## config.mk

```make
export PLATFORM = sky130hd
export DESIGN_NAME = multu_unit
export DESIGN_NICKNAME = d
export VERILOG_FILES = /design/src/rtl/multu_pkg.sv /design/src/rtl/multu_unit.sv
export SDC_FILE = /design/constraint.sdc
export NUM_CORES = 1
export LEC_CHECK = 0
export ABC_CLOCK_PERIOD_IN_PS = 2950
export BUFFER_PORTS_ARGS = -buffer_cell sky130_fd_sc_hd__buf_2
export CORE_MARGIN = 8
export CORE_UTILIZATION = 52
export CTS_BUF_LIST = sky130_fd_sc_hd__clkbuf_16
export DETAILED_ROUTE_END_ITERATION = 12
export PLACE_DENSITY_LB_ADDON = 0.2
export SLEW_MARGIN = 10
export SYNTH_ARGS = -nofsm -noshare
export SYNTH_HDL_FRONTEND = slang
export SYNTH_SLANG_ARGS = --single-unit
```

## constraint.sdc

```tcl
create_clock -name Clk -period 2.95 [get_ports Clk]
set_clock_uncertainty 0.2 [all_clocks]
set_input_delay 0.295 -clock Clk [delete_from_list [all_inputs] [get_ports Clk]]
set_output_delay 0.295 -clock Clk [all_outputs]
set_load 0.05 [all_outputs]
```

## src/rtl/multu_pkg.sv

```systemverilog
// Shared constants for the unsigned multiply unit and the ALU control stage.
//   DEFAULT_WIDTH : default operand width
//   OP_*          : MULTUOperation encodings recognised by the multiply unit
//   state_t       : multiply unit FSM states
package multu_pkg;

    localparam int unsigned DEFAULT_WIDTH = 32;
    localparam int unsigned OP_W          = 6;

    localparam logic [OP_W-1:0] OP_MULTU = 6'b011001;
    localparam logic [OP_W-1:0] OP_MFHI  = 6'b010000;
    localparam logic [OP_W-1:0] OP_MFLO  = 6'b010010;

    typedef enum logic [1:0] {
        ST_IDLE = 2'd0,
        ST_RUN  = 2'd1,
        ST_DONE = 2'd2
    } state_t;

endpackage

```

## src/rtl/multu_unit.sv

```systemverilog
// Iterative unsigned multiplier with HI/LO registers (one shift-add step per cycle).
// Ports:
//   Clk, Reset_n     : clock, asynchronous active-low reset
//   MULTUOperation   : opcode (MULTU starts, MFHI/MFLO read, others ignored)
//   A, B             : multiplicand, multiplier
//   Result           : registered MFHI/MFLO read data
//   Hi, Lo           : upper/lower halves of the last completed product
//   Busy             : multiply in progress
//   Done             : one-cycle pulse after HI/LO are written
//   Stall            : combinational pipeline hold for unit opcodes issued while busy
module multu_unit
    import multu_pkg::*;
#(
    parameter int unsigned WIDTH = DEFAULT_WIDTH
) (
    input  logic             Clk,
    input  logic             Reset_n,
    input  logic [OP_W-1:0]  MULTUOperation,
    input  logic [WIDTH-1:0] A,
    input  logic [WIDTH-1:0] B,
    output logic [WIDTH-1:0] Result,
    output logic [WIDTH-1:0] Hi,
    output logic [WIDTH-1:0] Lo,
    output logic             Busy,
    output logic             Done,
    output logic             Stall
);

    localparam int unsigned CNT_W = $clog2(WIDTH) + 1;
    localparam int unsigned ACC_W = 2 * WIDTH;

    state_t             state,  state_nxt;
    logic [WIDTH-1:0]   mcand,  mcand_nxt;
    logic [WIDTH-1:0]   mplier, mplier_nxt;
    logic [ACC_W-1:0]   acc,    acc_nxt;
    logic [CNT_W-1:0]   cnt,    cnt_nxt;
    logic [WIDTH-1:0]   hi_q,   hi_nxt;
    logic [WIDTH-1:0]   lo_q,   lo_nxt;
    logic [WIDTH-1:0]   res_q,  res_nxt;

    logic               is_multu, is_mfhi, is_mflo;
    logic [WIDTH:0]     sum;
    logic [ACC_W-1:0]   acc_step;
    logic               unused_acc_lsb;

    // Opcode decode
    assign is_multu = (MULTUOperation == OP_MULTU);
    assign is_mfhi  = (MULTUOperation == OP_MFHI);
    assign is_mflo  = (MULTUOperation == OP_MFLO);

    assign Busy   = (state == ST_RUN);
    assign Done   = (state == ST_DONE);
    assign Stall  = (state == ST_RUN) && (is_multu || is_mfhi || is_mflo);
    assign Hi     = hi_q;
    assign Lo     = lo_q;
    assign Result = res_q;

    // The accumulator LSB is shifted out on every step and never read
    assign unused_acc_lsb = acc[0];

    // One shift-add step: carry out of the upper-half add becomes the new MSB
    always_comb begin
        sum      = {1'b0, acc[ACC_W-1:WIDTH]} + (mplier[0] ? {1'b0, mcand} : '0);
        acc_step = {sum, acc[WIDTH-1:1]};
    end

    // Next-state and datapath update
    always_comb begin
        state_nxt  = state;
        mcand_nxt  = mcand;
        mplier_nxt = mplier;
        acc_nxt    = acc;
        cnt_nxt    = cnt;
        hi_nxt     = hi_q;
        lo_nxt     = lo_q;
        res_nxt    = res_q;

        case (state)
            ST_IDLE, ST_DONE: begin
                state_nxt = ST_IDLE;
                if (is_multu) begin
                    mcand_nxt  = A;
                    mplier_nxt = B;
                    acc_nxt    = '0;
                    cnt_nxt    = '0;
                    state_nxt  = ST_RUN;
                end else if (is_mfhi) begin
                    res_nxt = hi_q;
                end else if (is_mflo) begin
                    res_nxt = lo_q;
                end
            end
            ST_RUN: begin
                acc_nxt    = acc_step;
                mplier_nxt = {1'b0, mplier[WIDTH-1:1]};
                cnt_nxt    = cnt + CNT_W'(1);
                // Last step: commit the finished product straight from the step result
                if (cnt == CNT_W'(WIDTH - 1)) begin
                    hi_nxt    = acc_step[ACC_W-1:WIDTH];
                    lo_nxt    = acc_step[WIDTH-1:0];
                    state_nxt = ST_DONE;
                end
            end
            default: begin
                state_nxt = ST_IDLE;
            end
        endcase
    end

    // State and datapath registers
    always_ff @(posedge Clk or negedge Reset_n) begin
        if (!Reset_n) begin
            state  <= ST_IDLE;
            mcand  <= '0;
            mplier <= '0;
            acc    <= '0;
            cnt    <= '0;
            hi_q   <= '0;
            lo_q   <= '0;
            res_q  <= '0;
        end else begin
            state  <= state_nxt;
            mcand  <= mcand_nxt;
            mplier <= mplier_nxt;
            acc    <= acc_nxt;
            cnt    <= cnt_nxt;
            hi_q   <= hi_nxt;
            lo_q   <= lo_nxt;
            res_q  <= res_nxt;
        end
    end

endmodule

```

==> results.yml, run 1 <==
floorplan:
  die_h_um: 162
  die_area_sq_um: 26200
  num_io_pins: 171
  die_x_um: 162
  core-area_sq_um: 21000
  start_util_pct: 52.8
  row_count: 53
pwr:
  pwr-share-comb_pct: 16.7
  switching_share_pct: 27.3
  seqPwrFrac_pct: 44.8
  peakVddDrop_mv: 0.432
  p_sw_mw: 2.24
  power.density_nw_per_um2: 556
  internal_power_mw: 5.95
  p_leak_nw: 7.83
  clkPwrFrac_pct: 38.6
global_routing:
  met1_usage_pct: 33.2
  grt_max_degree: 79
  grt_util_met2_pct: 37.5
  grt_antenna_before_repair: 0
  grt_overflow: 0
  top_usage_layer: "met2"
  grt_pass1_wl_um: 50800
  grtUsageMet3_pct: 4.10
  track_usage_pct: 23.7
  grt_pass1_vias: 9620
route:
  post_drt_via_cell_ratio: 5.55
  drtIter0Drc: 576
  firstDrtPassIters: 5
  num_vias: 9533
  ant_nets: 0
  wirelength_um: 32100
  wl_per_cell_um: 18.7
  drc: 0
cells_and_area:
  final_cell_mix: "nand2_1, dfrtp_1, buf_2, buf_4, dlygate4sd3_1"
  antenna_cells: 0
  finalCoreUtilization_pct: 70.3
  nets: 1532
  area_growth_pct: 33.1
  final_area_sq_um: 14700
  layout-drive-gt1-share_pct: 28.4
  mostFrequentLayoutCell: "nand2_1"
critical_path:
  rr_startpoint: "mplier[0]"
  cp.arrival_ns: 3.23
  r2r_cells: 10
  crit_path_start_kind: "register"
  cp-startpoint: "mplier[0]"
  critPathKind: "reg2reg"
  worst-path-max-fanout: 7
  cp-end-kind: "register"
  required_ns: 3.15
synth:
  synth_edf_count: 0
  synth_area_sq_um: 11100
  synth_warnings: 0
  yosys_register_bits: 231
  synth_cell_types: 66
  synth_flop_cell: "dfrtp_1"
  synth_nets: 1249
  syn_area_per_cell_sq_um: 9.69
  synth_cells: 1143
  async_reset_ff_share_pct: 100
  synth-seq-area-share_pct: 52.2
run:
  maxCapViolations: 0
timing:
  relSlewSlack_pct: 38.8
  hold_violations: 0
  fin_ws_ns: -0.0806
  finalMaxSlewViolations: 0
  min_period_over_period_pct: 103
  fmax_mhz: 330
  rsz0062_at_grt: "true"
  finalSetupViolations: 4
  worst_pin_slew_ns: 0.918
  tns_ns: -0.136
  fin_crit_ns: 3.03
clock_tree:
  root_buffer: "clkbuf_16"
  cts_tree: "done"
  cts.sinks: 231
  h-tree-depth: 1
  path_clk_slew_ns: 0.06
  worst_skew_pair.late_latency_ns: 0.51
  clockBufferDepth: 3
  cts_buffers: 24
placement:
  place.gp.congestion: 0.880
  place_area_sq_um: 12700
  dp_hpwl_um: 21000
  port_buffers: 170
run_status:
  violations: "negative setup slack"
  outcome: "complete, but fails checks"
worst_hold_path:
  hold_class: "in2async"
-- logic make-up after synthesis --
family / Yosys count / share of synthesized area [%]
AO/OA/AOI/OAI: 247 / 15.8
XOR/XNOR: 30 / 2.37
AND/OR/NAND/NOR: 472 / 18.1
multiplexers: 49 / 4.65
adder cells (fa/ha/maj): 34 / 3.91
buffers and inverters: 80 / 2.90
flip-flops: 231 / 52.2
-- worst max-delay path, cell delays in order (launching register included) --
cell and delay (ns):
dfrtp_2 0.45, buf_2 0.17, and2_1 0.17, ha_4 0.23, a21o_1 0.22, a31o_1 0.23, a21o_1 0.18, o211ai_1 0.18
or3b_4 0.44, xor2_2 0.19, mux2_4 0.26
-- synthesized netlist by cell type (2+ instances only) --
master	instances	share of area [%]
o22ai_1	20	1.1
a311oi_2	2	0.27
mux2_2	15	1.5
o21ai_0	50	2.3
o2111ai_1	2	0.16
xor2_1	15	1.2
a22oi_1	13	0.88
and4_1	4	0.32
o21ai_1	12	0.54
buf_1	5	0.17
or4_1	2	0.14
o21a_1	7	0.47
nor2_1	58	2.0
a21oi_1	24	1.1
o2bb2ai_1	2	0.16
mux2i_1	33	3.0
nor3_1	6	0.27
a211oi_1	4	0.27
nand2b_1	2	0.11
nor2b_1	2	0.11
o21bai_1	5	0.34
ha_1	33	3.7
nand3_1	15	0.68
or3_1	3	0.17
a31oi_1	7	0.40
and3_1	4	0.23
a32oi_1	2	0.16
a21o_1	17	1.2
a22o_1	57	4.5
clkbuf_1	54	1.8
a31o_2	2	0.16
or2_2	2	0.11
buf_2	11	0.50
inv_1	8	0.27
nand2_1	323	11
and2_1	36	2.0
a2bb2oi_1	2	0.16
xnor2_1	15	1.2
o211ai_1	3	0.20
dfrtp_1	231	52
nand4_1	10	0.57
-- path summary, 6_finish.rpt --
kind | end | slack [ns]
setup / recovery | Hi[23] | -0.08
hold / removal | Result[23] | 0.12
setup reg to reg | Hi[23] | -0.08
hold reg to reg | mcand[28] | 0.27
max in group asynchronous | mplier[0] | 1.59
min in group Clk | mcand[28] | 0.27
-- flip-flops by register name (all words and copies together) (netlist names) --
| signal | cells |
|---|---|
| acc | 63 |
| Hi | 32 |
| Lo | 32 |
| Result | 32 |
| mcand | 32 |
| mplier | 32 |
| cnt | 6 |
| state | 2 |
-- final cells by class --
cell class / count / area (sq um)
Multi-Input combinational cell: 832 / 5490
Tap cell: 275 / 344
Clock inverter: 19 / 198
Fill cell: 1603 / 6220
Timing Repair Buffer: 328 / 2260
Inverter: 9 / 33.8
Clock buffer: 25 / 626
Sequential cell: 231 / 5780
-- routing by layer --
metal | part of all wire, % | vias to the layer above
met3 | 6.4 | 43
li1 | - | 4527
met5 | 0 | -
met4 | 2.0 | 0
met2 | 46 | 289
met1 | 45 | 4674
-- metrics by stage --
step / instances / power [mW] / setup WS [ns] / hold WS (ns)
4_1_cts: 1717 / 8.16 / -0.0781 / 0.127
5_1_grt: 1719 / 8.50 / -0.150 / 0.160
6_report: 1719 / 8.19 / -0.0806 / 0.115
3_3_place_gp: 1606 / 4.84 / -0.186 / 0.0636
3_5_place_dp: 1606 / 4.88 / -0.223 / 0.0594
2_1_floorplan: 1143 / 4.37 / 0.0225 / -0.201
-- power by group through the flow --
stage,clock network (mW),registers [mW],logic [mW]
after CTS,3.21,3.65,1.30
after global placement,0,3.69,1.15
after global routing,3.33,3.69,1.49
after floorplan,0,3.67,0.695
after detailed placement,0,3.69,1.18
final,3.16,3.66,1.37
-- timing repair --
item,4_1_cts,5_1_grt
resized for setup,44,53
setup endpoints to repair,35,30
endpoints found under the hold margin,237,0
buffers inserted,2,2
pin swaps,20,26
gates cloned,1,0
hold buffers,65,0
No activity file was read; power rests on OpenSTA's default activity.
==> run 2, diff against run 1 <==
--- a/config.mk
+++ b/config.mk
@@ -5,12 +5,12 @@
 export SDC_FILE = /design/constraint.sdc
 export NUM_CORES = 1
 export LEC_CHECK = 0
-export ABC_CLOCK_PERIOD_IN_PS = 2950
-export BUFFER_PORTS_ARGS = -buffer_cell sky130_fd_sc_hd__buf_2
+export ABC_CLOCK_PERIOD_IN_PS = 2700
 export CORE_MARGIN = 8
-export CORE_UTILIZATION = 52
+export CORE_UTILIZATION = 56
 export CTS_BUF_LIST = sky130_fd_sc_hd__clkbuf_16
 export DETAILED_ROUTE_END_ITERATION = 12
+export DONT_BUFFER_PORTS = 1
 export PLACE_DENSITY_LB_ADDON = 0.2
 export SLEW_MARGIN = 10
 export SYNTH_ARGS = -nofsm -noshare
==> constraint.sdc (replaced) <==
create_clock -name Clk -period 2.7 [get_ports Clk]
set_clock_uncertainty 0.2 [all_clocks]
set_input_delay 0.27 -clock Clk [delete_from_list [all_inputs] [get_ports Clk]]
set_output_delay 0.27 -clock Clk [all_outputs]
set_load 0.05 [all_outputs]
==> run 2 against run 1 <==
Critical endpoint is now Hi[25]; cell count down 7.3%; wire length up 1.8%; count of clock-buffer cells in the layout unchanged; critical path type unchanged; first-iteration DRC count up 13%; via count down 2.3%; worst hold slack worse by 0.87 ns; the flow finishes with violations (negative hold slack, negative setup slack); die area down 6.5%.
==> results.yml, run 2 (synthesis results as in run 1) <==
pwr:
  pwr-share-comb_pct: 17.5
  seqPwrFrac_pct: 44.4
  clkPwrFrac_pct: 38.1
  p_sw_mw: 2.52
  internal_power_mw: 6.65
  peakVddDrop_mv: 0.593
  power.density_nw_per_um2: 613
  p_leak_nw: 7.47
  switching_share_pct: 27.5
  finalPower_mw: 9.17
timing:
  relSlewSlack_pct: 20.0
  rsz0062_at_grt: "true"
  fmax_mhz: 330
  worst_pin_slew_ns: 1.20
  fin_crit_ns: 3.03
  holdWs_ns: -0.759
  fin_ws_ns: -0.334
  min_period_over_period_pct: 112
  finalSetupViolations: 38
  hold_violations: 231
  finalMaxSlewViolations: 0
global_routing:
  grt_pass1_wl_um: 52000
  grt_antenna_before_repair: 0
  track_usage_pct: 26.3
  grt_pass1_vias: 9630
  grt_max_degree: 232
  grt_overflow: 0
placement:
  place.gp.congestion: 0.897
  place_area_sq_um: 12100
  port_buffers: 0
  dp_hpwl_um: 20000
  place_ws_ns: -0.382
cells_and_area:
  area_growth_pct: 35.0
  antenna_cells: 0
  final_area_sq_um: 14900
  layout-drive-gt1-share_pct: 26.2
  mostFrequentLayoutCell: "nand2_1"
  largest_register_ffs: 63
  nets: 1415
  regMostFlops: "acc"
  finalCoreUtilization_pct: 76.8
  final_cell_mix: "nand2_1, dfrtp_1, buf_4, dlygate4sd3_1, a22o_1"
route:
  drc: 0
  ant_nets: 0
  wirelength_um: 32600
  num_vias: 9316
  post_drt_via_cell_ratio: 5.85
  firstDrtPassIters: 5
  drtIter0Drc: 648
  wl_per_cell_um: 20.5
run_status:
  violations: "negative hold slack, negative setup slack"
  outcome: "complete, but fails checks"
floorplan:
  die_h_um: 157
  die_x_um: 157
  start_util_pct: 56.9
  die_area_sq_um: 24500
  num_io_pins: 171
  core-area_sq_um: 19500
  row_count: 51
clock_tree:
  path_clk_slew_ns: 0.07
  clockBufferDepth: 3
  cts_tree: "done"
  cts_buffers: 25
  root_buffer: "clkbuf_16"
  postCtsHoldBufs: 64
  cts.sinks: 231
  h-tree-depth: 1
  worst_skew_pair.late_latency_ns: 0.54
critical_path:
  crit_path_start_kind: "register"
  required_ns: 2.92
  cp-end-kind: "register"
  worst-path-max-fanout: 4
  cp.arrival_ns: 3.25
  critPathKind: "reg2reg"
worst_hold_path:
  hold_class: "in2async"
run:
  maxCapViolations: 0
## run 2: cell count changes in the layout (fill, tap and decap cells not counted), moves of 6 or more
cell,delta
buf_4,+32
mux2_2,-7
ha_4,+14
mux2_4,+7
and2_1,-11
ha_1,-12
a21oi_1,-6
o21ai_0,-6
buf_6,+20
buf_2,-170
and2_4,+11
## run 2: cell type report
| cell class | count | area, sq um |
|---|---|---|
| multi-input cells | 832 | 6080 |
| inverters | 9 | 33.8 |
| clock inverters | 21 | 215 |
| well taps | 265 | 332 |
| fillers | 1271 | 4520 |
| flip-flops and latches | 231 | 5780 |
| clock buffers | 25 | 626 |
| repair buffers | 210 | 1880 |
## run 2: worst max-delay path, stage by stage, from the launching register on
cell and delay (ns):
dfrtp_2 0.41, and2_4 0.17, ha_4 0.13, inv_2 0.04
fa_2 0.36, nor2b_4 0.16, o2111ai_4 0.16, a211oi_4 0.27
o311ai_2 0.15, buf_4 0.19, o41ai_4 0.26, xnor2_1 0.14
mux2_4 0.27
## run 2: metal layers
metal  up-vias  wire (um)  GRT usage [%]
met2       312      15600           43.1
met4         0        784           7.23
li1       4288          -              -
met3        58       2140           5.65
met5         -          0              0
met1      4658      14100           34.8
## run 2: worst paths after layout
check	start	endpoint	slack, ns	depth (start not counted)
min in group Clk	MULTUOperation[5]	mplier[0]	0.16	5
hold reg to reg	mcand[24]	mcand[24]	0.27	2
setup / recovery	mplier[0]	Hi[25]	-0.33	12
max in group asynchronous	Reset_n	mplier[0]	2.80	0
hold / removal	Reset_n	Lo[25]	-0.76	0
setup reg to reg	mplier[0]	Hi[25]	-0.33	12
## run 2: power groups by stage
stage	Sequential, mW	Clock (mW)	Combinational [mW]
global placement	4.07	0	1.11
floorplan	4.02	0	0.762
CTS	4.05	3.54	1.48
global route	4.10	3.68	1.73
finish	4.07	3.50	1.61
detailed placement	4.08	0	1.15
## run 2: through the flow
stage          instances  TNS, ns
6_report            1593    -6.78
3_3_place_gp        1459    -7.18
5_1_grt             1593    -9.72
3_5_place_dp        1459    -8.87
2_1_floorplan       1143    -1.08
4_1_cts             1586    -4.24
## run 2: timing repair
action / 4_1_cts / 5_1_grt
endpoints found under the setup margin: 42 / 41
gates resized for setup: 151 / 54
buffers inserted: 15 / 10
cloned: 2 / 0
endpoints found under the hold margin: 295 / 231
pin swaps: 48 / 33
==> run 3, diff against run 2 <==
--- a/config.mk
+++ b/config.mk
@@ -8,10 +8,11 @@
 export ABC_CLOCK_PERIOD_IN_PS = 2700
 export CORE_MARGIN = 8
 export CORE_UTILIZATION = 56
-export CTS_BUF_LIST = sky130_fd_sc_hd__clkbuf_16
+export CTS_BUF_LIST = sky130_fd_sc_hd__clkbuf_8
 export DETAILED_ROUTE_END_ITERATION = 12
 export DONT_BUFFER_PORTS = 1
 export PLACE_DENSITY_LB_ADDON = 0.2
+export SKIP_CTS_REPAIR_TIMING = 1
 export SLEW_MARGIN = 10
 export SYNTH_ARGS = -nofsm -noshare
 export SYNTH_HDL_FRONTEND = slang
==> run 3 against run 2 <==
The flow still finishes with violations (negative hold slack, negative setup slack); setup slack gained 0.037 ns; utilization fell by 1.9 points; cell count is 0.69% higher; flip-flop and latch count is the same; sequential power about the same; design area fell by 2.5%; via count shrank 0.60%; register-to-register slack better by 0.04 ns; power fell by 5.9%; non-clock buffer count shrank 8; critical path type unchanged; highest routed layer unchanged.
==> results.yml, run 3 (synthesis results as in run 1) <==
clock_tree:
  clockBufferDepth: 3
  worst_skew_pair.late_latency_ns: 0.56
  path_clk_slew_ns: 0.06
  h-tree-depth: 2
  cts_tree: "done"
  root_buffer: "clkbuf_8"
  cts_buffers: 39
  cts.sinks: 231
global_routing:
  grt_pass1_wl_um: 46800
  grt_max_degree: 232
  track_usage_pct: 23.8
  grt_pass1_vias: 8761
  grt_antenna_before_repair: 1
  grt_overflow: 0
route:
  post_drt_via_cell_ratio: 5.77
  num_vias: 9260
  drtIter0Drc: 694
  firstDrtPassIters: 5
  wirelength_um: 31500
  ant_nets: 0
  drc: 0
  wl_per_cell_um: 19.6
timing:
  rsz0062_at_grt: "true"
  fin_crit_ns: 3.00
  hold_violations: 231
  min_period_over_period_pct: 111
  fin_ws_ns: -0.297
  worst_pin_slew_ns: 1.19
  fmax_mhz: 334
  tns_ns: -5.29
  finalMaxSlewViolations: 0
  relSlewSlack_pct: 20.4
  finalSetupViolations: 37
  holdWs_ns: -0.783
pwr:
  peakVddDrop_mv: 0.447
  p_leak_nw: 7.34
  power.density_nw_per_um2: 592
cells_and_area:
  largest_register_ffs: 63
  finalCoreUtilization_pct: 74.9
  final_cell_mix: "nand2_1, dfrtp_1, buf_4, dlygate4sd3_1, a22o_1"
  layout-drive-gt1-share_pct: 24.4
  mostFrequentLayoutCell: "nand2_1"
  regMostFlops: "acc"
  nets: 1421
  area_growth_pct: 31.6
  fillCellCount: 1357
worst_hold_path:
  hold_class: "in2async"
critical_path:
  required_ns: 2.94
  cp-end-kind: "register"
  cp.arrival_ns: 3.23
  worst-path-max-fanout: 4
  crit_path_start_kind: "register"
  critPathKind: "reg2reg"
placement:
  port_buffers: 0
  place_ws_ns: -0.382
  place.gp.congestion: 0.897
  dp_hpwl_um: 20000
floorplan:
  num_io_pins: 171
  die_x_um: 157
  die_h_um: 157
  core-area_sq_um: 19500
  row_count: 51
  start_util_pct: 56.9
  die_area_sq_um: 24500
run_status:
  violations: "negative hold slack, negative setup slack"
  outcome: "complete, but fails checks"
run:
  maxCapViolations: 0
-- run 3: worst paths after layout --
| check | cells past startpoint | to | start | slack [ns] |
|---|---|---|---|---|
| min in group Clk | 5 | mplier[0] | MULTUOperation[5] | 0.14 |
| max in group asynchronous | 0 | acc[58] | Reset_n | 2.51 |
| min | 0 | Lo[25] | Reset_n | -0.78 |
| max reg2reg | 12 | Hi[23] | mplier[0] | -0.30 |
| min reg2reg | 2 | mcand[30] | mcand[30] | 0.27 |
| max | 12 | Hi[23] | mplier[0] | -0.30 |
-- run 3: power by group --
group          internal (mW)  switching [mW]  total, mW
registers               3.77           0.287       4.06
clock network           1.64            1.41       3.05
logic                  0.750           0.769       1.52
-- run 3: cell type report --
type | count | area, sq um | area share, %
well taps | 265 | 332 | 2.28
clock buffers | 46 | 633 | 4.34
flip-flops and latches | 231 | 5780 | 39.7
diodes | 1 | 2.50 | 0.0172
repair buffers | 202 | 1790 | 12.3
multi-input cells | 832 | 5890 | 40.4
inverters | 9 | 33.8 | 0.232
clock inverters | 18 | 114 | 0.781
-- run 3: routing by layer --
metal  wire length [um]  vias up  GRT usage (%)
li1                   -     4295              -
met1              13700     4556           33.4
met2              14700      364           35.4
met3               2600       45           6.70
met4                546        0           6.77
met5                  0        -              0
-- run 3: critical path, stage by stage, from the launching register on --
cell,delay [ns]
dfrtp_2,0.41
and2_4,0.17
ha_4,0.12
inv_2,0.03
fa_2,0.36
nor2b_4,0.17
o2111ai_4,0.17
buf_6,0.16
a211oi_4,0.30
o211ai_1,0.18
or3b_4,0.30
xor2_2,0.07
mux2_4,0.25
-- run 3: per-stage QoR --
step / std cells / hold WS, ns / power [mW] / instance area, sq um
final: 1604 / -0.783 / 8.63 / 14600
after global routing: 1604 / -0.813 / 9.02 / 14600
after CTS: 1523 / -0.811 / 8.27 / 12900
after detailed placement: 1459 / -0.214 / 5.23 / 12100
after global placement: 1459 / -0.216 / 5.19 / 12100
after floorplan: 1143 / -0.226 / 4.78 / 11100
